### config.mk
export PLATFORM = sky130hd
export DESIGN_NAME = nes_pad_reader
export DESIGN_NICKNAME = d
export VERILOG_FILES = /design/src/rtl/nes_pad_reader_pkg.sv /design/src/rtl/nes_pad_reader_sync_2ff.sv /design/src/rtl/nes_pad_reader.sv
export SDC_FILE = /design/constraint.sdc
export NUM_CORES = 1
export LEC_CHECK = 0
export ABC_AREA = 1
export BUFFER_PORTS_ARGS = -buffer_cell sky130_fd_sc_hd__buf_4
export CAP_MARGIN = 20
export CORE_MARGIN = 8
export CORE_UTILIZATION = 50
export CTS_CLUSTER_DIAMETER = 120
export DETAILED_ROUTE_END_ITERATION = 7
export GPL_TIMING_DRIVEN = 1
export HOLD_SLACK_MARGIN = 0.12
export PLACE_DENSITY = 0.78
export SLEW_MARGIN = 30
export SYNTH_ARGS = -nofsm -noshare
export SYNTH_HDL_FRONTEND = slang
export SYNTH_SLANG_ARGS = --single-unit
export TNS_END_PERCENT = 5
### constraint.sdc
create_clock -name clk -period 1.64 [get_ports clk]
set_input_delay 0.082 -clock clk [delete_from_list [all_inputs] [get_ports clk]]
set_output_delay 0.082 -clock clk [all_outputs]
set_load 0.01 [all_outputs]
### src/rtl/nes_pad_reader_pkg.sv
// nes_pad_pkg: shared constants and FSM encoding for the NES pad reader.
package nes_pad_pkg;
   localparam int NES_BITS  = 8;
   localparam int BTN_A     = 0;
   localparam int BTN_B     = 1;
   localparam int BTN_SEL   = 2;
   localparam int BTN_START = 3;
   localparam int BTN_UP    = 4;
   localparam int BTN_DOWN  = 5;
   localparam int BTN_LEFT  = 6;
   localparam int BTN_RIGHT = 7;
   typedef enum logic [2:0] {
      IDLE  = 3'd0,
      LATCH = 3'd1,
      LOW   = 3'd2,
      HIGH  = 3'd3,
      DONE  = 3'd4
   } state_e;
endpackage

### src/rtl/nes_pad_reader_sync_2ff.sv
// sync_2ff: two-flop synchronizer, resets to all ones (idle level of pulled-up inputs).
module sync_2ff #(
   parameter int WIDTH = 1
) (
   input  logic             clk,
   input  logic             rst_n,
   input  logic [WIDTH-1:0] d,
   output logic [WIDTH-1:0] q
);
   logic [WIDTH-1:0] meta_q, sync_q;
   always_ff @(posedge clk) begin
      if (!rst_n) begin
         meta_q <= '1;
         sync_q <= '1;
      end else begin
         meta_q <= d;
         sync_q <= meta_q;
      end
   end
   assign q = sync_q;
endmodule

### src/rtl/nes_pad_reader.sv
// nes_pad_reader: drives NES pad latch/clock and assembles the 8 buttons active-high.
// Optional NES_PAD_DEBOUNCE_EN: buttons update only when two consecutive reads agree.
module nes_pad_reader
   import nes_pad_pkg::*;
#(
   parameter  int HALF_PERIOD = 151,
   localparam int CNT_W       = $clog2(2*HALF_PERIOD)
) (
   input  logic                clk,
   input  logic                rst_n,
   input  logic                start,
   input  logic                nes_data,
   output logic                nes_latch,
   output logic                nes_clk,
   output logic [NES_BITS-1:0] buttons,
   output logic                valid,
   output logic                busy
);
   localparam logic [CNT_W-1:0] LATCH_LOAD = CNT_W'(2*HALF_PERIOD-1);
   localparam logic [CNT_W-1:0] HALF_LOAD  = CNT_W'(HALF_PERIOD-1);
   logic                sync_data;
   state_e              state_q;
   logic [CNT_W-1:0]    cnt_q;
   logic [2:0]          idx_q;
   logic [NES_BITS-1:0] shift_q, buttons_q;
   logic                latch_q, clk_q, valid_q, busy_q;
`ifdef NES_PAD_DEBOUNCE_EN
   logic [NES_BITS-1:0] prev_q;
`endif
   sync_2ff #(.WIDTH(1)) u_sync (
      .clk   (clk),
      .rst_n (rst_n),
      .d     (nes_data),
      .q     (sync_data)
   );
   always_ff @(posedge clk) begin
      if (!rst_n) begin
         state_q   <= IDLE;
         cnt_q     <= '0;
         idx_q     <= '0;
         shift_q   <= '0;
         buttons_q <= '0;
         latch_q   <= 1'b0;
         clk_q     <= 1'b0;
         valid_q   <= 1'b0;
         busy_q    <= 1'b0;
`ifdef NES_PAD_DEBOUNCE_EN
         prev_q    <= '0;
`endif
      end else begin
         case (state_q)
            IDLE: if (start) begin
               state_q <= LATCH;
               cnt_q   <= LATCH_LOAD;
               latch_q <= 1'b1;
               busy_q  <= 1'b1;
            end
            LATCH: if (cnt_q == '0) begin
               state_q <= LOW;
               cnt_q   <= HALF_LOAD;
               idx_q   <= '0;
               latch_q <= 1'b0;
            end else cnt_q <= cnt_q - 1'b1;
            // Pad buttons are active-low on the wire; store them active-high.
            LOW: if (cnt_q == '0) begin
               state_q        <= HIGH;
               cnt_q          <= HALF_LOAD;
               shift_q[idx_q] <= ~sync_data;
               clk_q          <= 1'b1;
            end else cnt_q <= cnt_q - 1'b1;
            HIGH: if (cnt_q == '0) begin
               clk_q <= 1'b0;
               if (idx_q == 3'd7) begin
                  state_q <= DONE;
                  valid_q <= 1'b1;
`ifdef NES_PAD_DEBOUNCE_EN
                  prev_q  <= shift_q;
                  if (shift_q == prev_q) buttons_q <= shift_q;
`else
                  buttons_q <= shift_q;
`endif
               end else begin
                  state_q <= LOW;
                  cnt_q   <= HALF_LOAD;
                  idx_q   <= idx_q + 3'd1;
               end
            end else cnt_q <= cnt_q - 1'b1;
            DONE: begin
               state_q <= IDLE;
               valid_q <= 1'b0;
               busy_q  <= 1'b0;
            end
            default: state_q <= IDLE;
         endcase
      end
   end
   assign nes_latch = latch_q;
   assign nes_clk   = clk_q;
   assign buttons   = buttons_q;
   assign valid     = valid_q;
   assign busy      = busy_q;
endmodule

Word level (Yosys, flattened, before mapping)
Cells that the tools add are included.
Widths: inputs -> output; s select.
Word-level totals
  flip-flop bits (word level): 37
  output and inout port bits: 12
  logic and storage cells: 74
Operators by class
  $add $sub $neg: 2
  $lt $le $gt $ge: 2
  equality and inequality tests: 12
  mux-type cells: 27
  bitwise operators: 1
  reductions and logical operators: 19
Operators with widths (number)
  $mux 9: 4
  $pmux 9 s3: 1
  $mux 3: 8
  $reduce_and 3->1: 5
  $ne 2x2->1 const B: 6
  $pmux 3 s4: 1
  $reduce_bool 2->1: 5
  $logic_not 9->1: 1
  $sub 9x1->9 const B: 1
  $bwmux 8: 1
  $pmux 1 s2: 4
  $reduce_and 4->1: 2
  $eq 3x2->1 const B: 2
  $eq 3x3->1 const B: 2
  $mux 1: 6
  $pmux 3 s2: 1
  $lt 3x4->1 const B: 1
  $reduce_and 2->1: 2
  $add 3x1->3 const B: 1
  $demux 1 s3: 1
  $eq 3x1->1 const B: 1
  $ge 3x1->1 const B: 1
  $logic_not 3->1: 1
  $ne 3x3->1 const B: 1
  4 further kinds: 4

Longest topological paths before layout
Gate-level depths: netlist of run 1.
  depth after elaboration: 5
  depth in mapped cells: 11

Hierarchy
A second synthesis of run 1 with hierarchy kept.
Second synthesis, totals
  cells, all modules: 252
  area total of the unflattened synthesis: 1798.0 um^2
By module, submodules not included
  nes_pad_reader: instances 1, cells an instance 246, area an instance 1742.9 um^2, sequential area each 700.7 um^2
  sync_2ff: instances 1, cells an instance 6, area an instance 55.1 um^2, sequential area each 40.0 um^2

Worst setup path before layout of run 1
OpenSTA, ideal clock, no wires.
  kind: register to register
  start: register idx_q[0]
  end: register buttons_q[6], in the netlist buttons[6]
  library setup time: 116 ps
  arrival time: 1410 ps
  slack: 114 ps
  cell stages (with the launch flop): 10
  path buffers: 2
  period minus slack after synthesis: 1526 ps
  cells stage by stage: dfxtp_1 -> ha_1 -> ha_1 -> nand2_1 -> nor2_2 -> nand3_1 -> buf_2 -> buf_6 -> o21ai_1 -> a21oi_1
On the way
  word-level cells in the longest chain between the ends: 2
Ends and longest elaborated chain
  from (decl): RTL line nes_pad_reader.sv:24  | logic [2:0] idx_q;
  from (signal assigned): RTL line nes_pad_reader.sv:85  | idx_q <= idx_q + 3'd1;
  $eq 3x3->1: RTL line nes_pad_reader.sv:73  | if (idx_q == 3'd7) begin
  $reduce_and 3->1 (no source line)
  to (signal assigned): RTL line nes_pad_reader.sv:80  | buttons_q <= shift_q;
  to (decl): RTL line nes_pad_reader.sv:25  | logic [NES_BITS-1:0] shift_q, buttons_q;
Every way passes these cells.
A chain may end at the register's enable or synchronous reset.

Final worst setup path of run 1
  start: register idx_q[0]
  end: register cnt_q[4]
On the way
  word-level cells in the longest chain between the ends: 3
Ends and longest elaborated chain
  $eq 3x3->1: RTL line nes_pad_reader.sv:73
  $ne 3x3->1 (no source line)
  $reduce_and 3->1 (no source line)
  to (signal assigned): RTL line nes_pad_reader.sv:63  | end else cnt_q <= cnt_q - 1'b1;
  to (signal assigned): RTL line nes_pad_reader.sv:70  | end else cnt_q <= cnt_q - 1'b1;
  to (signal assigned): RTL line nes_pad_reader.sv:87  | end else cnt_q <= cnt_q - 1'b1;
  to (decl): RTL line nes_pad_reader.sv:23  | logic [CNT_W-1:0] cnt_q;
Every way passes these cells.

==> flow_metrics.py, run 1 <==
metrics = {
    "routing": {
        "wl_per_cell_um": 11.15,
        "wl_met1_um": 1777,
        "ant_nets": 0,
        "dr_wl_met3_um": 171,
        "vias_per_cell": 4.891,
        "routed_wirelength_um": 3668,
        "drt_iter0_drc": 98,
        "routed.top_layer": "met4",
        "vias": 1609,
        "dr_wl_met2_um": 1638,
        "drc": 0,
        "drt-pass1-iter-count": 4,
    },
    "global_routing": {
        "antenna_found_initial": 0,
        "grt_overflow_total": 0,
        "grt_max_degree": 23,
        "grt_pass1_vias": 1494,
        "grt_pass1_wl_um": 6403,
        "grt.total_usage_pct": 14.81,
    },
    "logic_synthesis": {
        "synth_cell_types": 22,
        "syn-instance-count": 253,
        "netlist.area_leader.share_pct": 42.38,
        "synth_warnings": 0,
        "synth-main-ff-cell": "dfxtp_1",
        "yosysSeqAreaShare_pct": 42.38,
        "synth_area_per_cell_um2": 6.909,
        "async_flop_share_pct": 0,
        "synth_edf_count": 0,
        "synth_seq_cells": 37,
        "yosysMostFrequentCell": "nand2_1",
        "synthesis.nets": 260,
        "yosys-top-cells-count": "nand2_1 (53), dfxtp_1 (37), a21oi_1 (33), inv_1 (33), nor2_1 (29)",
        "yosysTopAreaCell": "dfxtp_1",
        "syn_area_um2": 1748,
        "synth.top_cells.by_area": "dfxtp_1 (42%), nand2_1 (11%), a21oi_1 (9.4%), inv_1 (7.1%), nand3_1 (6.3%)",
    },
    "critical_path": {
        "crit_chain": "ha_1 > ha_1 > nand2_1 > nor2_2 > nand3_2 > nand2_4 > buf_4 > o21ai_0 > nor2_1",
        "cp-start-kind": "register",
        "worst_path_max_delay_cell": "dfxtp_2",
        "end_kind": "register",
        "cpMostUsedCell": "ha_1",
        "cp.depth": 9,
        "worstPathRequired_ns": 1.87,
        "path_buf_inv": 1,
        "cp.arrival_ns": 1.80,
        "worstPathMaxFanout": 7,
        "reg2regPathDepth": 9,
        "critPathTopFamily": "adder cells",
        "crit_path_max_incr_delay_ns": 0.34,
        "worstSetupPathType": "register to register",
    },
    "run": {
        "cap_violations": 0,
    },
    "power_and_ir_drop": {
        "cellLeakagePower_nw": 0.9106,
        "power.density_nw_per_um2": 1480,
        "peakVddDrop_uv": 977.0,
    },
    "cts": {
        "cts_max_path_buffers": 2,
        "clock_latency_ns": 0.35,
        "cts.reportedPaths.clkPinSlew_ns": 0.11,
        "htreeDepth": 2,
        "cts-root-buf": "clkbuf_4",
        "numCtsBuffers": 5,
        "cts_tree": "done",
        "cts.sinks": 37,
    },
    "timing": {
        "worstMarginPinSlew_ns": 0.6668,
        "hold_violations": 0,
        "setup_viol": 0,
        "slew_headroom_pct": 55.50,
        "max_freq_mhz": 638.6,
        "skew_ns": 0.01155,
        "fin_crit_ns": 1.566,
        "period_share_pct": 95.48,
        "finalSetupTns_ns": 0,
        "slew_violations": 0,
        "rsz0062_at_grt": "no",
    },
    "placement": {
        "gp_congestion": 0.8913,
        "place_inst": 314,
        "port_buffers": 15,
        "dp_hpwl_um": 2588,
    },
    "die": {
        "pin_count": 16,
        "coreArea_um2": 3337,
        "start_util_pct": 52.38,
        "die_area_um2": 5644,
        "fp.dieW_um": 75.13,
        "rows": 21,
        "fp.dieH_um": 75.13,
    },
    "hold_path": {
        "min_path_type": "register to register",
        "hold-path-cell-count": 1,
    },
    "cells_and_area": {
        "drive_above_1_share_pct": 19.79,
        "syn_to_final_growth_pct": 22.76,
        "nFillCells": 296,
        "final_core_util_pct": 64.30,
        "antenna_cells": 0,
        "final_nets": 289,
        "final_cells": 329,
    },
    "status": {
        "status": "complete, no violations",
    },
}
[report_power, final]
group / switching [W] / internal (W) / total, W
combinational: 0.000762 / 0.000486 / 0.00125
clock: 0.000310 / 0.000472 / 0.000782
sequential: 0.000121 / 0.00102 / 0.00115
total: 0.00119 / 0.00198 / 0.00318
[placed cells by master, fill, tap and decap left out, types with 4 or more instances in the layout]
| cell | instances |
|---|---|
| inv_1 | 31 |
| dfxtp_1 | 36 |
| nor2_1 | 28 |
| o21ai_1 | 4 |
| a21oi_1 | 33 |
| clkbuf_4 | 5 |
| nand3_1 | 20 |
| o21ai_0 | 12 |
| buf_4 | 24 |
| inv_2 | 6 |
| nand2_1 | 52 |
[state kept, by name, summed over array words and instances (netlist names)]
name,count
cnt_q,9
buttons,8
shift_q,8
idx_q,3
state_q,3
busy,1
nes_clk,1
nes_latch,1
u_sync.meta_q,1
u_sync.q,1
valid,1
[through the flow]
step | hold slack [ns] | instance area (um^2) | power (W) | worst slack (ns)
CTS | 0.4429 | 2073 | 0.003003 | -0.008821
global placement | 0.2697 | 1921 | 0.002202 | 0.01582
floorplan | 0.1886 | 1748 | 0.001981 | 0.1139
global route | 0.4451 | 2146 | 0.003435 | 0.0009537
detailed placement | 0.2746 | 1921 | 0.002208 | -0.04532
finish | 0.4367 | 2146 | 0.003175 | 0.07412
[routing by layer]
layer,global-route usage [%],vias up
met1,17.80,709
met5,0,-
met2,23.22,25
met4,7.391,0
met3,4.527,8
li1,-,867
[final cells by class]
cell class                      instances  area, um^2  area share, %
Clock buffer                            5       37.54          1.749
Clock inverter                          3       65.06          3.032
Inverter                               37       138.9          6.472
Multi-Input combinational cell        172       863.3          40.23
Sequential cell                        37       742.0          34.58
Tap cell                               46       57.56          2.682
Timing Repair Buffer                   29       241.5          11.25
[cells by family after synthesis]
logic type	share of synthesized area [%]
AND/OR/NAND/NOR	29.71
flip-flops	42.38
buffers and inverters	10.81
XOR/XNOR	0.5012
adder cells (fa/ha/maj)	2.148
AO/OA/AOI/OAI	14.46
[what timing repair did]
action / in CTS / in global routing
gates resized for setup: 0 / 16
pin swaps: 1 / 8
setup buffers: 1 / 3
endpoints found under the hold margin: 18 / 0
hold buffers: 3 / 0
endpoints found under the setup margin: 9 / 30
[path summary, 6_finish.rpt]
check | startpoint | end | slack [ns]
max | idx_q[0] | cnt_q[4] | 0.07
min | u_sync.meta_q | u_sync.q | 0.44
max reg2reg | idx_q[0] | cnt_q[4] | 0.07
min reg2reg | u_sync.meta_q | u_sync.q | 0.44
(Power assumes the default switching activity.)
==> run 2, diff against run 1 <==
Settings changed: PLACE_DENSITY 0.78 to 0.77, SKIP_LAST_GASP set to 1, SYNTH_HIERARCHICAL set to 1.
==> run 2 against run 1 <==
Effect of this change: hold slack worse by 0.31 ns; non-clock buffer count down 3; via count up 1.7%; critical endpoint is now shift_q[7].
==> flow_metrics.py, run 2 <==
metrics = {
    "critical_path": {
        "r2r-end": "shift_q[7]",
        "cp-start-kind": "register",
        "worstPathRequired_ns": 1.88,
        "crit_chain": "inv_1 > ha_2 > nand2_2 > nor2_4 > nand3_4 > nor2_8 > nand2_1 > nand2_1 > a21oi_2",
        "worstPathMaxFanout": 17,
        "worstSetupPathType": "register to register",
        "crit_start": "cnt_q[0]",
        "reg2regPathDepth": 9,
        "cpMostUsedCell": "nand2_1",
        "cp.arrival_ns": 1.81,
        "r2r_slack_ns": 0.07,
        "end_kind": "register",
        "worst_path_max_delay_cell": "dfxtp_1",
        "rr_startpoint": "cnt_q[0]",
        "crit_path_max_incr_delay_ns": 0.33,
    },
    "timing": {
        "rsz0062_at_grt": "yes",
        "worstMarginPinSlew_ns": 0.3497,
        "slew_headroom_pct": 76.69,
        "skew_ns": 0.01470,
        "whs_ns": 0.1306,
        "hold_violations": 0,
        "setup_viol": 0,
        "period_share_pct": 96.02,
        "fin_crit_ns": 1.575,
        "max_freq_mhz": 635.0,
        "slew_violations": 0,
    },
    "cells_and_area": {
        "drive_above_1_share_pct": 22.42,
        "final-seq-area_um2": 740.7,
        "multiInputGateArea_um2": 889.6,
        "final_nets": 287,
        "nFillCells": 292,
        "final_cell_mix": "nand2_1 (47), dfxtp_1 (37), nor2_1 (31), a21oi_1 (31), inv_1 (30)",
        "syn_to_final_growth_pct": 18.93,
        "mostFrequentLayoutCell": "nand2_1",
        "largest-register": "cnt_q",
        "antenna_cells": 0,
        "largest_reg_flops": 9,
        "final_cells": 327,
    },
    "placement": {
        "port_buffers": 15,
        "place_inst": 314,
        "dp_hpwl_um": 2565,
        "gp_congestion": 0.8484,
    },
    "cts": {
        "numCtsBuffers": 5,
        "cts.reportedPaths.clkPinSlew_ns": 0.12,
        "clock_latency_ns": 0.35,
        "htreeDepth": 2,
        "cts-root-buf": "clkbuf_4",
        "cts_max_path_buffers": 2,
        "cts.sinks": 37,
        "cts_tree": "done",
    },
    "routing": {
        "vias_per_cell": 5.003,
        "drt_iter0_drc": 119,
        "ant_nets": 0,
        "drc": 0,
        "routed_wirelength_um": 3670,
        "drt-pass1-iter-count": 4,
        "vias": 1636,
        "wl_per_cell_um": 11.22,
    },
    "die": {
        "pin_count": 16,
        "start_util_pct": 53.05,
        "rows": 21,
        "die_area_um2": 5771,
        "fp.dieW_um": 75.97,
        "fp.dieH_um": 75.97,
        "coreArea_um2": 3390,
    },
    "power_and_ir_drop": {
        "sequentialPowerShare_pct": 36.6,
        "power.density_nw_per_um2": 1498,
        "peakVddDrop_uv": 1090,
        "p_switching_w": 0.001340,
        "cellLeakagePower_nw": 0.9140,
        "comb_power_share_pct": 43.1,
        "internal_power_w": 0.001863,
        "fin_total_pwr_w": 0.003203,
        "netSwitchingFraction_pct": 41.85,
        "clkPwrFrac_pct": 20.3,
    },
    "logic_synthesis": {
        "synth-main-ff-cell": "dfxtp_1",
        "synth_edf_count": 0,
        "synth.top_cells.by_area": "dfxtp_1 (41%), nand2_1 (10%), a21oi_1 (8.6%), inv_1 (6.5%), nor2_1 (6.5%)",
        "synth_area_per_cell_um2": 7.135,
        "async_flop_share_pct": 0,
        "netlist.area_leader.share_pct": 41.20,
        "synth_top_family_by_area": "simple AND/OR/NAND/NOR gates",
        "synth-compound-area-share_pct": 13.64,
        "synthMuxAreaShare_pct": 0,
        "syn_area_um2": 1798,
        "yosysTopAreaCell": "dfxtp_1",
        "syn-instance-count": 252,
        "synth_cell_types": 28,
        "synth-simple-area-share_pct": 30.76,
        "yosysMostFrequentCell": "nand2_1",
        "synth_seq_cells": 37,
        "yosysSeqAreaShare_pct": 41.20,
        "synth_warnings": 6,
        "synthesis.nets": 259,
        "yosys-top-cells-count": "nand2_1 (48), dfxtp_1 (37), a21oi_1 (31), inv_1 (31), nor2_1 (31)",
        "synth_xor_area_share_pct": 1.461,
        "synthAdderAreaFrac_pct": 2.088,
    },
    "status": {
        "status": "complete, no violations",
    },
    "hold_path": {
        "min_path_type": "input pin to register",
        "holdCritStartpoint": "rst_n",
        "hold_end": "shift_q[7]",
        "hold-path-cell-count": 3,
    },
    "global_routing": {
        "grt.total_usage_pct": 12.67,
        "grt_max_degree": 18,
        "antenna_found_initial": 0,
        "grt_overflow_total": 0,
        "grt_pass1_wl_um": 6237,
        "grt_pass1_vias": 1477,
    },
    "run": {
        "cap_violations": 0,
    },
}
## run 2: worst max-delay path, delay by kind of cell, from the launching register on
family,cells,cell delay (ns)
compound gates,1,0.05
fa+ha+maj,1,0.21
buf+inv,1,0.09
flops,1,0.33
simple gates,6,0.79
## run 2: worst max path at each step
stage,endpoint,slack [ns],depth (start not counted)
final,shift_q[7],0.07,9
after global routing,buttons[3],-0.04,8
after CTS,shift_q[7],0.02,9
after detailed placement,idx_q[0],0.01,9
after global placement,idx_q[0],0.04,9
after floorplan,buttons[6],0.18,8
## run 2: routing by layer
layer  global-route usage, %  vias to the layer above  part of all wire (%)
met5                       0                        -                     0
met4                   3.922                        0                   1.3
met3                   5.189                        5                   7.1
met2                   22.19                       45                    48
met1                   13.40                      728                    44
li1                        -                      858                     -
## run 2: repair_timing
| item | in CTS | in global routing |
|---|---|---|
| setup buffers | 0 | 3 |
| cloned | 0 | 0 |
| hold endpoints to repair | 3 | 0 |
| pin swaps | 0 | 2 |
| gates resized for setup | 1 | 6 |
| hold buffers | 2 | 0 |
| endpoints found under the setup margin | 1 | 25 |
## run 2: through the flow
stage / worst slack, ns / instance area (um^2) / util [%] / setup TNS [ns]
after floorplan: 0.1791 / 1798 / - / 0
after global placement: 0.04336 / 1984 / 58.55 / 0
after detailed placement: 0.01180 / 1984 / 58.55 / 0
after CTS: 0.01952 / 2088 / 61.61 / 0
after global routing: -0.03745 / 2138 / 63.09 / -0.1970
final: 0.06526 / 2138 / 63.09 / 0
## run 2: logic make-up (layout without fill, tap and decap cells)
group                      after synthesis  count (layout)
AOI/OAI and AO/OA                       47              47
xor gates and xnor gates                 3               3
adders and majority gates                3               3
buffers and inverters                   46              75
DFF                                     37              37
and+or+nand+nor                        116             116
## run 2: area by class of cell
cell class | instances | share of cell area [%]
clock buffers | 5 | 1.755
flip-flops and latches | 37 | 34.64
well taps | 46 | 2.692
clock inverters | 3 | 2.165
repair buffers | 26 | 9.947
inverters | 41 | 7.197
multi-input cells | 169 | 41.60
## run 2: power groups by stage
stage / Combinational [W] / Clock [W] / Sequential, W
2_1_floorplan: 0.00104 / 0 / 0.00115
3_3_place_gp: 0.00122 / 0 / 0.00118
3_5_place_dp: 0.00124 / 0 / 0.00119
4_1_cts: 0.00125 / 0.000661 / 0.00117
5_1_grt: 0.00156 / 0.000700 / 0.00119
6_report: 0.00138 / 0.000649 / 0.00117
